--- config.mk ---
export PLATFORM = sky130hd
export DESIGN_NAME = serial_alu
export DESIGN_NICKNAME = d
export VERILOG_FILES = /design/src/rtl/serial_alu.sv
export SDC_FILE = /design/constraint.sdc
export NUM_CORES = 1
export LEC_CHECK = 0
export ABC_AREA = 1
export CAP_MARGIN = 20
export CORE_MARGIN = 3
export CORE_UTILIZATION = 30
export DETAILED_ROUTE_END_ITERATION = 10
export PLACE_DENSITY = 0.61
export SLEW_MARGIN = 20
export SYNTH_ARGS = -nofsm -noshare
export SYNTH_HDL_FRONTEND = slang
export SYNTH_SLANG_ARGS = --single-unit
--- constraint.sdc ---
create_clock -name clk -period 2.9 [get_ports clk]
set_clock_uncertainty 0.05 [all_clocks]
set_input_delay 0.58 -clock clk [delete_from_list [all_inputs] [get_ports clk]]
set_output_delay 0.58 -clock clk [all_outputs]
set_load 0.005 [all_outputs]
--- src/rtl/serial_alu.sv ---
// Bit-serial ALU: steps one singleALU slice through WIDTH bit positions,
// LSB first, then publishes the assembled result together with NZCV flags.
module serial_alu #(
  parameter int WIDTH = 32
) (
  input  logic             clk,
  input  logic             reset_n,
  input  logic             start,
  input  logic [WIDTH-1:0] a,
  input  logic [WIDTH-1:0] b,
  input  logic [1:0]       ALUControl,
  output logic             busy,
  output logic             done,
  output logic [WIDTH-1:0] Result,
  output logic [3:0]       ALUFlags
);

  localparam int IW = (WIDTH > 1) ? $clog2(WIDTH) : 1;
  localparam logic [IW-1:0] LAST_IDX = IW'(WIDTH - 1);

  typedef enum logic [1:0] {
    IDLE = 2'b00,
    RUN  = 2'b01,
    DONE = 2'b10
  } state_t;

  state_t           state_q;
  logic [WIDTH-1:0] op_a_q;
  logic [WIDTH-1:0] op_b_q;
  logic [1:0]       ctl_q;
  logic [IW-1:0]    idx_q;
  logic             carry_q;
  logic [WIDTH-1:0] acc_q;
  logic             busy_q;
  logic             done_q;
  logic [WIDTH-1:0] result_q;
  logic [3:0]       flags_q;

  logic             slice_res_s;
  logic             slice_cout_s;
  logic [WIDTH-1:0] acc_d;
  logic [3:0]       flags_d;

  // The single 1-bit slice; it only ever sees the currently selected bit.
  singleALU u_slice (
    .a          (op_a_q[idx_q]),
    .b          (op_b_q[idx_q]),
    .carryIn    (carry_q),
    .ALUControl (ctl_q),
    .Result     (slice_res_s),
    .carryOut   (slice_cout_s)
  );

  // Accumulator with the current slice bit merged in, and flags derived from it.
  always_comb begin
    acc_d        = acc_q;
    acc_d[idx_q] = slice_res_s;
    flags_d[3]   = acc_d[WIDTH-1];
    flags_d[2]   = (acc_d == {WIDTH{1'b0}});
    if (ctl_q[1] == 1'b0) begin
      // Arithmetic: carry out of the MSB slice and signed-overflow detection.
      flags_d[1] = slice_cout_s;
      flags_d[0] = (op_a_q[WIDTH-1] ~^ (op_b_q[WIDTH-1] ^ ctl_q[0]))
                 & (op_a_q[WIDTH-1] ^ acc_d[WIDTH-1]);
    end else begin
      flags_d[1] = 1'b0;
      flags_d[0] = 1'b0;
    end
  end

  // Sequencer: IDLE -> RUN (WIDTH bit steps) -> DONE -> IDLE, all outputs registered.
  always_ff @(posedge clk) begin
    if (!reset_n) begin
      state_q  <= IDLE;
      op_a_q   <= {WIDTH{1'b0}};
      op_b_q   <= {WIDTH{1'b0}};
      ctl_q    <= 2'b00;
      idx_q    <= {IW{1'b0}};
      carry_q  <= 1'b0;
      acc_q    <= {WIDTH{1'b0}};
      busy_q   <= 1'b0;
      done_q   <= 1'b0;
      result_q <= {WIDTH{1'b0}};
      flags_q  <= 4'b0000;
    end else begin
      case (state_q)
        IDLE: begin
          done_q <= 1'b0;
          if (start) begin
            op_a_q  <= a;
            op_b_q  <= b;
            ctl_q   <= ALUControl;
            idx_q   <= {IW{1'b0}};
            // Subtract seeds the +1 of the two's complement through carry-in.
            carry_q <= ALUControl[0];
            acc_q   <= {WIDTH{1'b0}};
            busy_q  <= 1'b1;
            state_q <= RUN;
          end else begin
            busy_q  <= 1'b0;
          end
        end
        RUN: begin
          acc_q   <= acc_d;
          carry_q <= slice_cout_s;
          if (idx_q == LAST_IDX) begin
            // Last bit: publish the complete word; idx is not advanced past the top.
            result_q <= acc_d;
            flags_q  <= flags_d;
            done_q   <= 1'b1;
            state_q  <= DONE;
          end else begin
            idx_q <= idx_q + {{(IW-1){1'b0}}, 1'b1};
          end
        end
        DONE: begin
          // start is deliberately ignored here; a new op is only taken from IDLE.
          done_q  <= 1'b0;
          busy_q  <= 1'b0;
          state_q <= IDLE;
        end
        default: begin
          done_q  <= 1'b0;
          busy_q  <= 1'b0;
          state_q <= IDLE;
        end
      endcase
    end
  end

  assign busy     = busy_q;
  assign done     = done_q;
  assign Result   = result_q;
  assign ALUFlags = flags_q;

endmodule

// 1-bit ALU slice: add/sub (b inverted for sub), AND, OR.
module singleALU (
  input  logic       a,
  input  logic       b,
  input  logic       carryIn,
  input  logic [1:0] ALUControl,
  output logic       Result,
  output logic       carryOut
);

  logic b_eff_s;

  // Full adder on the (optionally inverted) b operand plus the logic-op mux.
  always_comb begin
    b_eff_s  = b ^ ALUControl[0];
    carryOut = (a & b_eff_s) | (a & carryIn) | (b_eff_s & carryIn);
    case (ALUControl)
      2'b00:   Result = a ^ b_eff_s ^ carryIn;
      2'b01:   Result = a ^ b_eff_s ^ carryIn;
      2'b10:   Result = a & b;
      2'b11:   Result = a | b;
      default: Result = 1'b0;
    endcase
  end

endmodule

Yosys cells after proc, flatten, opt, wreduce, memory -nomap -nowiden
Index checks and enable logic that the tools add are counted.

Bitwise gates (word level): 14. Equality and inequality tests: 8. Multiplexer cells: 21. $add $sub $neg: 1. Multipliers: 0. Shifts and indexed selects: 0. Div/mod/pow operators: 0. Reductions and logical operators: 12. Order comparisons: 2.

Operators by type and width (count): case mux 32 bit (2 select lines) (1); bitwise mux 32 bit (1); zero test 32 bit (1); two-way mux 32 bit (1); binary-select mux 1 bit (select 5 bit) (2); two-way mux 5 bit (2); case mux 5 bit (2 select lines) (1); AND reduction 2 bit (5); < comparator 5 x 6 -> 1 bit (second input constant) (1); two-way mux 2 bit (3); inequality test 2 bit (second input constant) (3); adder 5 x 1 -> 5 bit (second input constant) (1); AND 1 bit (5); demux 1 bit (select 5 bit) (1); equality test 5 bit (second input constant) (1); greater-or-equal comparator 5 x 1 -> 1 bit (second input constant) (1); two-way mux 1 bit (5); XOR 1 bit (5); equality test 2 x 1 -> 1 bit (second input constant) (2); equality test 2 bit (second input constant) (2); zero test 2 bit (2); case mux 1 bit (2 select lines) (2); case mux 2 bit (2 select lines) (1); OR 1 bit (3); 6 further kinds (6).

Word-level logic and storage cells: 69. Bits in read-only memories: 0. Memories: 0. Latch bits: 0. Register bits: 144. Output and inout bits: 38. Input port bits: 69. RAM bits: 0.

Longest topological paths before layout
Depth in word-level cells: 10. Depth in mapped cells: 24. Mapped depth without buffers: 21.

By module
Synthesis repeated with hierarchy kept, for this count alone.

Cell total of the unflattened synthesis: 913. Area, all modules: 6601.3 µm².

By module, submodules not included: serial_alu (cells each 900, times used 1, seq. area each 2862.7 µm², area an instance 6528.8 µm²); singleALU (cells each 13, times used 1, seq. area each 0.0 µm², area an instance 72.6 µm²).

Least setup slack after synthesis
Ideal clock, no wire load.

Path kind: register to register. Start point: reg idx_q[0]. End point: reg flags_q[2], in the netlist ALUFlags[2]. Path slack: 0.142 ns. Cell stages (with the launch flop): 23. Period minus slack after synthesis: 2.758 ns. Buffers on the path: 3. Library setup time: 0.067 ns. Arrival time: 2.641 ns. Data required time: 2.783 ns. Path through: dfxtp_1 -> buf_6 -> buf_6 -> nand2_1 -> o211ai_1 -> nand2_1 -> nand2_1 -> nand2_1 -> inv_2 -> nand2_2 -> nor2_2 -> inv_1 -> fa_1 -> nand2_1 -> buf_4 -> nand3_2 -> nand2_2 -> nand2_1 -> nor2_1 -> nand2_1 -> nor2_1 -> nand3_1 -> a21oi_2.

Cells in the longest elaborated chain, start to end: 8. Elaborated cells between the ends (all ways): 19. Classes of those cells: 2 x order compare; 1 x eq/ne; 8 x mux; 5 x bitwise; 3 x reduce/logical.

Ends and longest elaborated chain: start: declaration (line 31) `logic [IW-1:0] idx_q;`; start signal: assignment (line 78) `idx_q <= {IW{1'b0}};`; start signal: assignment (line 93) `idx_q <= {IW{1'b0}};`; start signal: assignment (line 113) `idx_q <= idx_q + {{(IW-1){1'b0}}, 1'b1};`; binary-select mux 1 bit (select 5 bit) (line 47) `.b (op_b_q[idx_q]),`; two-way mux 1 bit (implied by the code) (line 47); XOR 1 bit (line 152) `b_eff_s = b ^ ALUControl[0];`; XOR 1 bit (2 in series) (line 155, 156); case mux 1 bit (3 select lines) (line 154) `case (ALUControl)`; bitwise mux 32 bit (line 57) `acc_d[idx_q] = slice_res_s;`; zero test 32 bit (line 59) `flags_d[2] = (acc_d == {WIDTH{1'b0}});`; end signal: assignment (line 109) `flags_q <= flags_d;`; end: declaration (line 37) `logic [3:0] flags_q;`.

Parallel ways exist; a longest one is shown, timed or not. The select of a mux whose other input is x is not followed. A chain may end at the register's enable or synchronous reset.

Final worst setup path
Start point: reg idx_q[3]. End point: reg flags_q[2], in the netlist ALUFlags[2].

The elaborated chain is that of the path after synthesis.

==> reports/results.tsv <==
stage	metric	value	unit
run_status	status	finished, violations left	
run_status	failing checks	negative setup slack	
setup_path	CP required	3210	ps
floorplanning	die width	153	um
setup_path	CP max-delay cell	fa_1	
flow_run	max-cap viol count	0	
setup_path	crit path max fanout	8	
cts	Num CTS Buffers	17	
finish	layout cell share with drive strength beyond 1	14.6	%
grt	Overflow after GRT	0	
timing	minimum clock period	3000	ps
power	pwr dens	551	nW/um2
setup_path	Worst Reg-to-Reg Cells	21	
floorplanning	Starting Density	30.7	%
setup_path	Critical Path Start	idx_q[3]	
cts	CTS tree	yes	
synth	register area share after synthesis	43.9	%
placement	pre-CTS setup slack	-169	ps
synth	EDFF count, synth	0	
cts	CTS Hold Buffers Added	0	
cts	Clk Tree Root Cell	clkbuf_16	
synth	YS warnings	0	
synth	Synth top area share	43.9	%
power	leakage power	0.00363	uW
finish	Final nets	1130	
setup_path	Worst EP arrival	3300	ps
finish	antenna cells	0	
timing	Final Hold Violating Endpoints	0	
synth	Post-Syn Area per Cell	7.17	um2
grt	GRT Total Usage	16.0	%
placement	port buffer count	106	
timing	Setup TNS Final	-95.2	ps
synth	Synth area leader	dfxtp_1	
timing	worst hold-check slack	405	ps
synth	Area contributors post-synth	dfxtp_1, o21ai_0, nand2_1, a21oi_1, nor2_1	
timing	Slew Viols, Final	0	
floorplanning	Ports	107	
finish	Layout area overhead	36.7	%
cts	# clock sinks	143	
min_path	worst min-delay path category	flop to flop	
placement	Placed Area	8230	um2
setup_path	reg2reg setup slack	-100	ps
cts	worst skew pair latency	420	ps
setup_path	WS Path Type	flop to flop	
cts	CTS max path bufs	2	
routing	mean number of vias per cell	4.65	
synth	top_reg_cell synth	dfxtp_1	
timing	Worst-Margin Slew	828	ps
cts	Clock transition at path regs	60	ps
setup_path	CP cell instances	inv_1, nand2_1, nor2_1, nand2_1, nand2_1, nor2_2, nand2_1, nand2_2, nand2_1, inv_1, fa_1, nand2_4, buf_12, nand2_8, nand2_2, nand3_1, nor2_1, nand2_1, nor2_2, nand3_1, a21oi_2	
floorplanning	die height	153	um
setup_path	FF-to-FF End	ALUFlags[2]	
placement	gp weighted congestion	0.885	
synth	synth unique cells	37	
setup_path	critical path endpoint	ALUFlags[2]	
grt	first-pass GRT wire length	30800	um
routing	antenna viol nets, final	0	
routing	final wirelength	18800	um
synth	top post-synthesis cells by count	nand2_1, dfxtp_1, o21ai_0, nor2_1, inv_1	
grt	vias in the first global route	6042	
setup_path	Startpoint Class	flop	
grt	initial antenna violation count	0	
placement	DP HPWL	13600	um
synth	most frequent cell after synthesis	nand2_1	
synth	synthesized netlist cell count	910	
synth	Mapped Area	6520	um2
timing	RSZ-0062 raised after global routing	true	
setup_path	most used cell, CP	nand2_1	
routing	via count	6240	
finish	post-route cell area	8910	um2
timing	Max transition margin	44.8	%
timing	worst setup margin	-95.2	ps
timing	final worst-path cycle share	103	%
routing	DR pass1 iterations	5	
floorplanning	FP Rows	53	
timing	f_max	0.334	GHz
routing	drt wl/cell	14.1	um
setup_path	worst r2r src	idx_q[3]	
routing	DRC	0	
setup_path	CP max stage delay	480	ps
routing	DR iter-0 viols	416	
synth	Synth Register Bits	143	
floorplanning	core area	21200	um2
power	VDD IR max	0.304	mV
setup_path	Crit. End Element	flop	
cts	H-tree levels	4	
synth	syn nets	985	
floorplanning	Die ar.	23500	um2
grt	maximum number of pins on one net before global-route repair	113	
synth	Async S/R FF share, synth	0	%
power	Total Power	4910	uW
timing	final setup violation count	1	
-- worst min-delay path by stage --
stage                     depth (start not counted)        from  slack [ps]    endpoint
after detailed placement                          2  op_b_q[10]         400  op_b_q[10]
after global routing                              2  op_b_q[17]         430  op_b_q[17]
after CTS                                         2  op_b_q[28]         410  op_b_q[28]
after floorplan                                   2  op_a_q[11]         380  op_a_q[11]
final                                             2  op_b_q[24]         410  op_b_q[24]
after global placement                            2  op_b_q[15]         400  op_b_q[15]
-- critical path, delay by kind of cell, from the launching register on --
kind | cells | cell delay (ps)
adders and majority gates | 1 | 480
buffers and inverters | 3 | 300
DFF | 1 | 340
AOI/OAI and AO/OA | 1 | 130
and+or+nand+nor | 16 | 1650
-- report_power, final --
| part | total (uW) | internal [uW] | switching, uW |
|---|---|---|---|
| Sequential | 2080 | 2050 | 34.0 |
| Clock | 2040 | 1240 | 802 |
| Combinational | 783 | 336 | 447 |
-- cell usage in the layout (no fill, tap or decap), types with 3 or more instances in the layout --
| master | n |
|---|---|
| o21ai_0 | 124 |
| nand3_1 | 36 |
| nand2_4 | 3 |
| o22ai_1 | 27 |
| nor2_1 | 100 |
| inv_1 | 103 |
| nand2_1 | 151 |
| nand2_2 | 16 |
| clkinv_2 | 7 |
| o211ai_1 | 11 |
| nor2_2 | 6 |
| buf_12 | 5 |
| buf_4 | 62 |
| dfxtp_1 | 142 |
| o21ai_2 | 7 |
| a21oi_1 | 84 |
| buf_6 | 4 |
| clkbuf_1 | 4 |
| o21ai_1 | 5 |
| clkinv_1 | 4 |
| nand3_2 | 11 |
| clkbuf_16 | 19 |
| ha_1 | 5 |
| clkdlybuf4s50_1 | 105 |
| inv_2 | 3 |
-- sequential cells by signal, indices dropped and copies added (netlist names) --
| name | flops |
|---|---|
| Result | 32 |
| op_b_q | 32 |
| acc_q | 32 |
| ALUFlags | 3 |
| idx_q | 5 |
| busy | 1 |
| op_a_q | 32 |
| ctl_q | 2 |
| state_q | 2 |
| done | 1 |
| carry_q | 1 |
-- layout make-up --
| type | count | area (um2) |
|---|---|---|
| inverters | 111 | 424 |
| multi-input cells | 603 | 3030 |
| clock buffers | 21 | 440 |
| clock inverters | 9 | 95.1 |
| well taps | 275 | 344 |
| flip-flops and latches | 143 | 2860 |
| fillers | 2174 | 12300 |
| repair buffers | 179 | 1720 |
-- layer usage --
layer	wire, um	share of wire [%]	track usage, %
met5	0	0	0
met1	9010	48	22.0
met2	8640	46	25.1
met4	388	2.1	5.85
met3	804	4.3	3.11
-- through the flow --
stage,util (%),std cells
global route,42.0,1341
detailed placement,38.8,1307
CTS,41.4,1337
floorplan,-,910
finish,42.0,1341
global placement,38.8,1307
-- logic make-up after synthesis --
| group | synth area share [%] |
|---|---|
| adders and majority gates | 1.27 |
| buffers and inverters | 11.1 |
| and+or+nand+nor | 21.5 |
| xor gates and xnor gates | 0.269 |
| DFF | 43.9 |
| AOI/OAI and AO/OA | 22.1 |
-- repair_timing --
action | CTS | global route
endpoints found under the setup margin | 1 | 25
gates cloned | 0 | 3
pin swaps | 2 | 0
gates resized for setup | 5 | 18
buffers inserted | 0 | 1
(Power assumes the default switching activity.)
